**config.mk**
```make
export PLATFORM = sky130hd
export DESIGN_NAME = dart_bram_fifo_ctrl
export DESIGN_NICKNAME = d
export VERILOG_FILES = /design/src/rtl/dart_bram_fifo_ctrl.sv
export SDC_FILE = /design/constraint.sdc
export NUM_CORES = 1
export LEC_CHECK = 0
export BUFFER_PORTS_ARGS = -buffer_cell sky130_fd_sc_hd__buf_4
export CORE_ASPECT_RATIO = 1.2
export CORE_MARGIN = 3
export CORE_UTILIZATION = 52
export CTS_BUF_LIST = sky130_fd_sc_hd__clkbuf_8 sky130_fd_sc_hd__clkbuf_16
export CTS_CLUSTER_DIAMETER = 150
export CTS_CLUSTER_SIZE = 14
export DETAILED_ROUTE_END_ITERATION = 8
export PLACE_DENSITY = 0.82
export SKIP_LAST_GASP = 1
export SYNTH_ARGS = -nofsm -noshare
export SYNTH_HDL_FRONTEND = slang
export SYNTH_SLANG_ARGS = --single-unit
```
**constraint.sdc**
```tcl
create_clock -name clock -period 12.9 [get_ports clock]
set_input_delay 1.29 -clock clock [delete_from_list [all_inputs] [get_ports clock]]
set_output_delay 1.29 -clock clock [all_outputs]
set_load 0.01 [all_outputs]
```
**src/rtl/dart_bram_fifo_ctrl.sv**
```systemverilog
// dart_bram_fifo_ctrl
// Wraps a dual-port block RAM (registered read address, one-cycle read
// latency) into a show-ahead valid/ready FIFO. A two-entry prefetch buffer
// (head + skid) hides the RAM latency so the output sustains one word/cycle.
//
// Ports:
//   clock, reset        sole clock; synchronous active-high reset
//   in_valid/in_data    upstream word offered
//   in_ready            FIFO accepts a word this cycle
//   out_valid/out_data  show-ahead head word
//   out_ready           downstream consumes the head this cycle
//   count               words held: RAM + in-flight read + prefetch
//   ram_enable          RAM enable (low while reset is asserted)
//   ram_wen/ram_waddr   RAM write strobe / address
//   ram_din             RAM write data (= in_data)
//   ram_raddr           RAM read address
//   ram_dout            RAM read data, valid one cycle after issue
module dart_bram_fifo_ctrl #(
  parameter int unsigned WIDTH   = 36,
  parameter int unsigned LOG_DEP = 6
) (
  input  logic               clock,
  input  logic               reset,
  input  logic               in_valid,
  input  logic [WIDTH-1:0]   in_data,
  output logic               in_ready,
  output logic               out_valid,
  output logic [WIDTH-1:0]   out_data,
  input  logic               out_ready,
  output logic [LOG_DEP+1:0] count,
  output logic               ram_enable,
  output logic               ram_wen,
  output logic [LOG_DEP-1:0] ram_waddr,
  output logic [LOG_DEP-1:0] ram_raddr,
  output logic [WIDTH-1:0]   ram_din,
  input  logic [WIDTH-1:0]   ram_dout
);

  localparam int unsigned DEPTH = 1 << LOG_DEP;
  localparam int unsigned PW    = LOG_DEP + 1;
  localparam int unsigned CW    = LOG_DEP + 2;

  logic [PW-1:0]    r_wr_ptr;
  logic [PW-1:0]    r_rd_ptr;
  logic [1:0]       r_pf_cnt;
  logic             r_rd_pend;
  logic [WIDTH-1:0] r_head;
  logic [WIDTH-1:0] r_skid;

  logic [PW-1:0]    w_ram_count;
  logic             w_full;
  logic             w_push;
  logic             w_pop;
  logic             w_rd_issue;
  logic [1:0]       w_pf_after_pop;
  logic [2:0]       w_pf_load;

  // Occupancy of the RAM itself; the pointer MSB disambiguates full/empty.
  assign w_ram_count = r_wr_ptr - r_rd_ptr;
  assign w_full      = (w_ram_count == PW'(DEPTH));

  // in_ready depends only on registered state (and reset), never on out_ready.
  assign in_ready = ~reset & ~w_full;
  assign w_push   = in_valid & in_ready;

  assign out_valid = (r_pf_cnt != 2'd0);
  assign out_data  = r_head;
  assign w_pop     = out_valid & out_ready;

  // Prefetch slots committed once this cycle's pop and arriving read land.
  assign w_pf_after_pop = r_pf_cnt - 2'(w_pop);
  assign w_pf_load      = 3'(w_pf_after_pop) + 3'(r_rd_pend);

  // Only issue a read when its data is guaranteed a free slot next cycle.
  assign w_rd_issue = (w_ram_count != '0) & (w_pf_load < 3'd2);

  assign count = CW'(w_ram_count) + CW'(r_rd_pend) + CW'(r_pf_cnt);

  assign ram_enable = ~reset;
  assign ram_wen    = w_push;
  assign ram_waddr  = r_wr_ptr[LOG_DEP-1:0];
  assign ram_raddr  = r_rd_ptr[LOG_DEP-1:0];
  assign ram_din    = in_data;

  // Pointer and prefetch bookkeeping.
  always_ff @(posedge clock) begin
    if (reset) begin
      r_wr_ptr  <= '0;
      r_rd_ptr  <= '0;
      r_pf_cnt  <= 2'd0;
      r_rd_pend <= 1'b0;
    end else begin
      if (w_push)     r_wr_ptr <= r_wr_ptr + PW'(1);
      if (w_rd_issue) r_rd_ptr <= r_rd_ptr + PW'(1);
      r_rd_pend <= w_rd_issue;
      r_pf_cnt  <= w_pf_load[1:0];
    end
  end

  // Prefetch data: skid shifts to head on pop, then the arriving RAM word
  // fills the first slot left free after that shift.
  always_ff @(posedge clock) begin
    if (w_pop) r_head <= r_skid;
    if (r_rd_pend) begin
      if (w_pf_after_pop == 2'd0) r_head <= ram_dout;
      else                        r_skid <= ram_dout;
    end
  end

endmodule

```
* Yosys cells after proc, flatten, opt, wreduce, memory -nomap -nowiden *
Cells that the tools add are included.

storage, ports and cells
  register bits = 89
  input port bits = 76

cells by class
  $add $sub $neg = 7
  magnitude comparators = 1
  equal/unequal tests = 1
  mux-type cells = 3
  bitwise gates (word level) = 7
  reduce and logical (&&, ||, !) cells = 4

operators with widths
  kind                                                number
  2-to-1 mux 36 bit                                   3
  adder 7 x 1 -> 7 bit, second input constant         2
  adder 7 x 1 -> 8 bit                                1
  adder 8 x 2 -> 8 bit                                1
  == test 7 bit, second input constant                1
  nonzero test 7 bit                                  1
  subtractor 7 bit                                    1
  bitwise AND 1 bit                                   4
  adder 2 x 1 -> 3 bit                                1
  < comparator 3 x 2 -> 1 bit, second input constant  1
  NOT 1 bit                                           3
  logical NOT 2 bit                                   1
  AND reduction 2 bit                                 1
  nonzero test 2 bit                                  1
  subtractor 2 x 1 -> 2 bit                           1

* Logic depth before layout (Yosys ltp) *
  depth after elaboration = 6
  gate-level depth with buffers = 16
  depth with buffers taken out = 14

* Least setup slack after synthesis *
No wires, ideal clock.

  path type = input -> register
  from = in out_ready
  to = reg r_skid[0], enable pin
  setup time = 485 ps
  data arrival time = 4964 ps
  setup slack = 7452 ps
  stages on the path = 6
  buffers on the path = 1
  cell sequence = nand2_1 buf_2 inv_1 ha_1 xnor2_1 a21boi_0

between the ends
  cells in the longest elaborated chain, start to end = 5

RTL lines
  item                           RTL line  RTL
  from (decl)                    29        input logic out_ready,
  bitwise AND 1 bit              68        assign w_pop = out_valid & out_ready;
  subtractor 2 x 1 -> 2 bit      71        assign w_pf_after_pop = r_pf_cnt - 2'(w_pop);
  logical NOT 2 bit              105       if (w_pf_after_pop == 2'd0) r_head <= ram_dout;
  NOT 1 bit (no line)            n/a
  AND reduction 2 bit (no line)  n/a
  to (signal assigned)           106       else r_skid <= ram_dout;
  to (decl)                      48        logic [WIDTH-1:0] r_skid;

No other way between the ends.
A chain may end at the register's enable or synchronous reset.

* Worst setup path after layout *
  from = reg r_wr_ptr[0]
  to = out ram_wen

between the ends
  cells in the longest elaborated chain, start to end = 5

RTL lines
  item                    RTL line  RTL
  from (decl)             43        logic [PW-1:0] r_wr_ptr;
  from (signal assigned)  93        if (w_push) r_wr_ptr <= r_wr_ptr + PW'(1);
  subtractor 7 bit        59        assign w_ram_count = r_wr_ptr - r_rd_ptr;
  == test 7 bit           60        assign w_full = (w_ram_count == PW'(DEPTH));
  NOT 1 bit               63        assign in_ready = ~reset & ~w_full;
  bitwise AND 1 bit       63
  bitwise AND 1 bit       64        assign w_push = in_valid & in_ready;
  to (decl)               32        output logic ram_wen,

No other way between the ends.

==> impl_results.rst <==
.. list-table::
   :header-rows: 1

   * - Metric
     - Value
   * - Number of nets in the finished design
     - around 530
   * - Power per cell area
     - around 250 mW/mm²
   * - Synthesized net count
     - ~480
   * - Final hold violation count
     - 0
   * - Kind of cell adding the most delay to the critical path
     - simple AND/OR/NAND/NOR gates
   * - Multiplexer share of the synthesized area
     - 0.0933
   * - Drt drc
     - 0
   * - Number of resized instances in the post-cts repair step
     - 0
   * - Starting density of the core
     - 0.542
   * - CTS Root Cell
     - sky130_fd_sc_hd__clkbuf_8
   * - Worst r2r src
     - r_pf_cnt[1]
   * - Static power due to leakage
     - about 2.2 nW
   * - Mapped Area
     - roughly 0.0042 mm²
   * - Height of the die
     - approximately 100 µm
   * - Cells along the critical path
     - inv_1 > ha_1 > inv_1 > fa_1 > xnor2_1 > nor3b_1 > nand4_2 > o21ai_2 > nor2_1 > buf_4
   * - Layout overhead on the synthesized area
     - 14.7%
   * - Number of buffers inserted during clock tree synthesis
     - 9
   * - Worst vdd ir
     - just over 0.1 mV
   * - Dominant synthesized flop cell
     - sky130_fd_sc_hd__dfxtp_1
   * - # clock sinks
     - approximately 90
   * - First element of the critical path
     - r_wr_ptr[0]
   * - I/O Buffers
     - 99
   * - Max Clk Rate
     - ~0.23 GHz
   * - Final Setup Violations
     - 0
   * - Final sum of negative setup slack
     - 0 ns
   * - Combinational family with the most area after synthesis
     - buffers and inverters
   * - Cell count after synthesis
     - 393
   * - Post-CTS clock slew at the launch and capture registers of the worst setup and hold paths
     - roughly 0.080 ns
   * - Cell Rows
     - 35
   * - Clock tree from TritonCTS
     - built
   * - CP Max Fanout
     - 11
   * - Number of buffers inserted by post-CTS setup repair
     - 0
   * - H-tree lvl count
     - 3
   * - Adder and majority gate portion of the synthesized area
     - 0.0498
   * - Final weighted congestion in routability-driven placement
     - approximately 0.84
   * - Overall power
     - ~0.0012 W
   * - Startpoint of the tightest hold check path
     - r_wr_ptr[6]
   * - Vias after detailed routing
     - between 2,000 and 3,000
   * - Most numerous cell on the critical path
     - sky130_fd_sc_hd__inv_1
   * - Share of the synthesized area in compound gates (AO/OA/AOI/OAI)
     - 0.0921
   * - Period utilization
     - 0.330
   * - Async S/R FF share, synth
     - 0
   * - Dominant cell by count in the synthesized netlist
     - sky130_fd_sc_hd__dfxtp_1
   * - Layout cell share with drive strength beyond 1
     - 0.291
   * - Post-synthesis sequential area ratio
     - 0.507
   * - Initial antenna violation count
     - 0
   * - Hold crit path type
     - register to register
   * - Clk Latency, worst-skew pair
     - roughly 0.34 ns
   * - Post-synthesis share of cell area spent on and, or, nand and nor gates
     - 0.110
   * - Cell taking the most area after synthesis
     - sky130_fd_sc_hd__edfxtp_1
   * - IO Count
     - ~170
   * - Vias in the first global route
     - between 2,000 and 3,000
   * - Buffer depth of the longest clock path
     - 2
   * - Total die area
     - 0.00925 mm²
   * - Avg Synthesized Cell Area
     - around 11 µm²
   * - Top cells by count, synth
     - 53 x sky130_fd_sc_hd__dfxtp_1, 49 x sky130_fd_sc_hd__buf_4, 49 x sky130_fd_sc_hd__nor2_1
   * - # Max-Cap Violations
     - 0
   * - Pin slew with the least headroom to its limit
     - approximately 1.1 ns
   * - First-pass iteration count of the detailed router
     - 4
   * - Largest net degree at the start of global routing
     - between 70 and 80
   * - Minimum period implied by the final worst setup slack
     - ~4.3 ns
   * - Post-placement cell count
     - around 520
   * - GRT overflow
     - 0
   * - Setup repair after global routing missed its margin
     - no
   * - Post-route setup slack
     - 8.64 ns
   * - Count of nets left with antenna violations after detail routing
     - 0
   * - Synth Warn #
     - 0
   * - Worst relative slew slack
     - 0.239
   * - Initial detailed-routing violation count
     - between 100 and 150
   * - Final standard cell utilization of the core
     - 0.622
   * - Via/cell ratio
     - roughly 5.3
   * - Top cells by area in the synthesized netlist
     - sky130_fd_sc_hd__edfxtp_1 26%, sky130_fd_sc_hd__dfxtp_1 25%, sky130_fd_sc_hd__mux2i_1 9.0%
   * - Worst EP required
     - 11.61 ns
   * - Result of the run
     - complete, no violations
   * - # hold bufs at CTS
     - 0
   * - Nature of the critical path endpoint
     - output port
   * - Area of the core
     - slightly below 0.008 mm²
   * - Total wire length
     - between 8000 and 9000 µm
   * - Die Wd
     - about 90 µm
   * - DP HPWL
     - 6060 µm
   * - Global-route wire length before repair
     - 12,800 µm
   * - Antenna diode count
     - 0
   * - Worst setup slack before clock tree synthesis
     - between 8 and 9 ns
   * - Number of flops mapped to enable cells by yosys
     - 36
   * - Number of max-slew violations in the final report
     - 0
   * - GRT Total Usage
     - 0.176
   * - Number of unique standard cell types used by synthesis
     - 50
   * - Worst path bufs/invs
     - 3
   * - CP max stage delay
     - between 0.4 and 0.5 ns
   * - Area share of the largest cell type after synthesis
     - 0.256
   * - Post-detailed-route wirelength per cell
     - between 15 and 20 µm
   * - Worst clock skew
     - 0.00697 ns
   * - Critical path launch point type
     - register
   * - Number of standard cells in the final layout excluding fillers
     - ~540
   * - Arrival @ worst endpoint
     - between 2 and 3 ns
   * - Number of storage elements in the synthesis netlist
     - slightly below 90
   * - Critical setup path kind
     - register to output port
   * - Post-synthesis share of cell area spent on xor and xnor gates
     - 0.0332
   * - Worst-path cell with the longest stage delay
     - sky130_fd_sc_hd__o21ai_2
==> metrics by stage <==
step / instance area [µm²] / hold WS [ns]
after global routing: 4840 / 0.542
after floorplan: 4220 / 0.461
after global placement: 4680 / 0.483
final: 4840 / 0.504
after detailed placement: 4680 / 0.487
after CTS: 4840 / 0.503
==> report_power, final <==
part           switching, W  total, W  internal (W)
sequential        0.0000529  0.000465      0.000412
clock             0.0000955  0.000165     0.0000693
combinational      0.000303  0.000574      0.000271
==> layer usage <==
layer,track usage,vias to the layer above,share of wire
li1,-,1426,-
met1,0.211,1310,0.41
met2,0.283,109,0.50
met3,0.0505,30,0.065
met4,0.0907,0,0.033
met5,0,-,0
==> sequential cells by signal, summed over array words and instances (netlist names) <==
register,flops
out_data,36
r_skid,36
r_rd_ptr,7
r_wr_ptr,7
r_pf_cnt,2
r_rd_pend,1
==> worst paths after layout <==
| check | end | slack [ns] | cells after the start |
|---|---|---|---|
| max | ram_wen | 8.64 | 10 |
| min | r_wr_ptr[6] | 0.50 | 2 |
| max reg2reg | r_skid[8] | 9.49 | 6 |
| min reg2reg | r_wr_ptr[6] | 0.50 | 2 |
==> area by class of cell <==
cell class                 count  area [µm²]
clock buffer                   9         124
clock inverter                 7        45.0
fill                         630        2950
inverter                      14        52.6
multi-input combinational    228        1620
sequential                    89        2140
tap                           92         115
timing repair buffer         100         751
==> logic make-up (layout without fill, tap and decap cells) <==
logic type / after synthesis / count (layout)
simple gates: 93 / 93
flops: 89 / 89
buf+inv: 76 / 130
compound gates: 65 / 65
mux: 39 / 39
xor+xnor: 16 / 16
fa+ha+maj: 15 / 15
==> worst min-delay path, cell delays in order (launching register included) <==
cell and delay (ns):
sky130_fd_sc_hd__dfxtp_1 0.33, sky130_fd_sc_hd__o31ai_1 0.07, sky130_fd_sc_hd__a21oi_1 0.06
==> placed cells by master (no fill, tap or decap), drive strengths merged, types with 3 or more instances in the layout <==
cell type  count
edfxtp        36
and2           3
nand2          7
nand3         10
fa             3
clkbuf         9
a21oi         47
dfxtp         53
mux2i         39
or4            3
a21o           3
nor2          50
buf          100
inv           15
clkinv         4
xnor2         14
o31ai          3
o21ai          4
ha            12
Note: power is estimated with default switching activity, not from simulation.
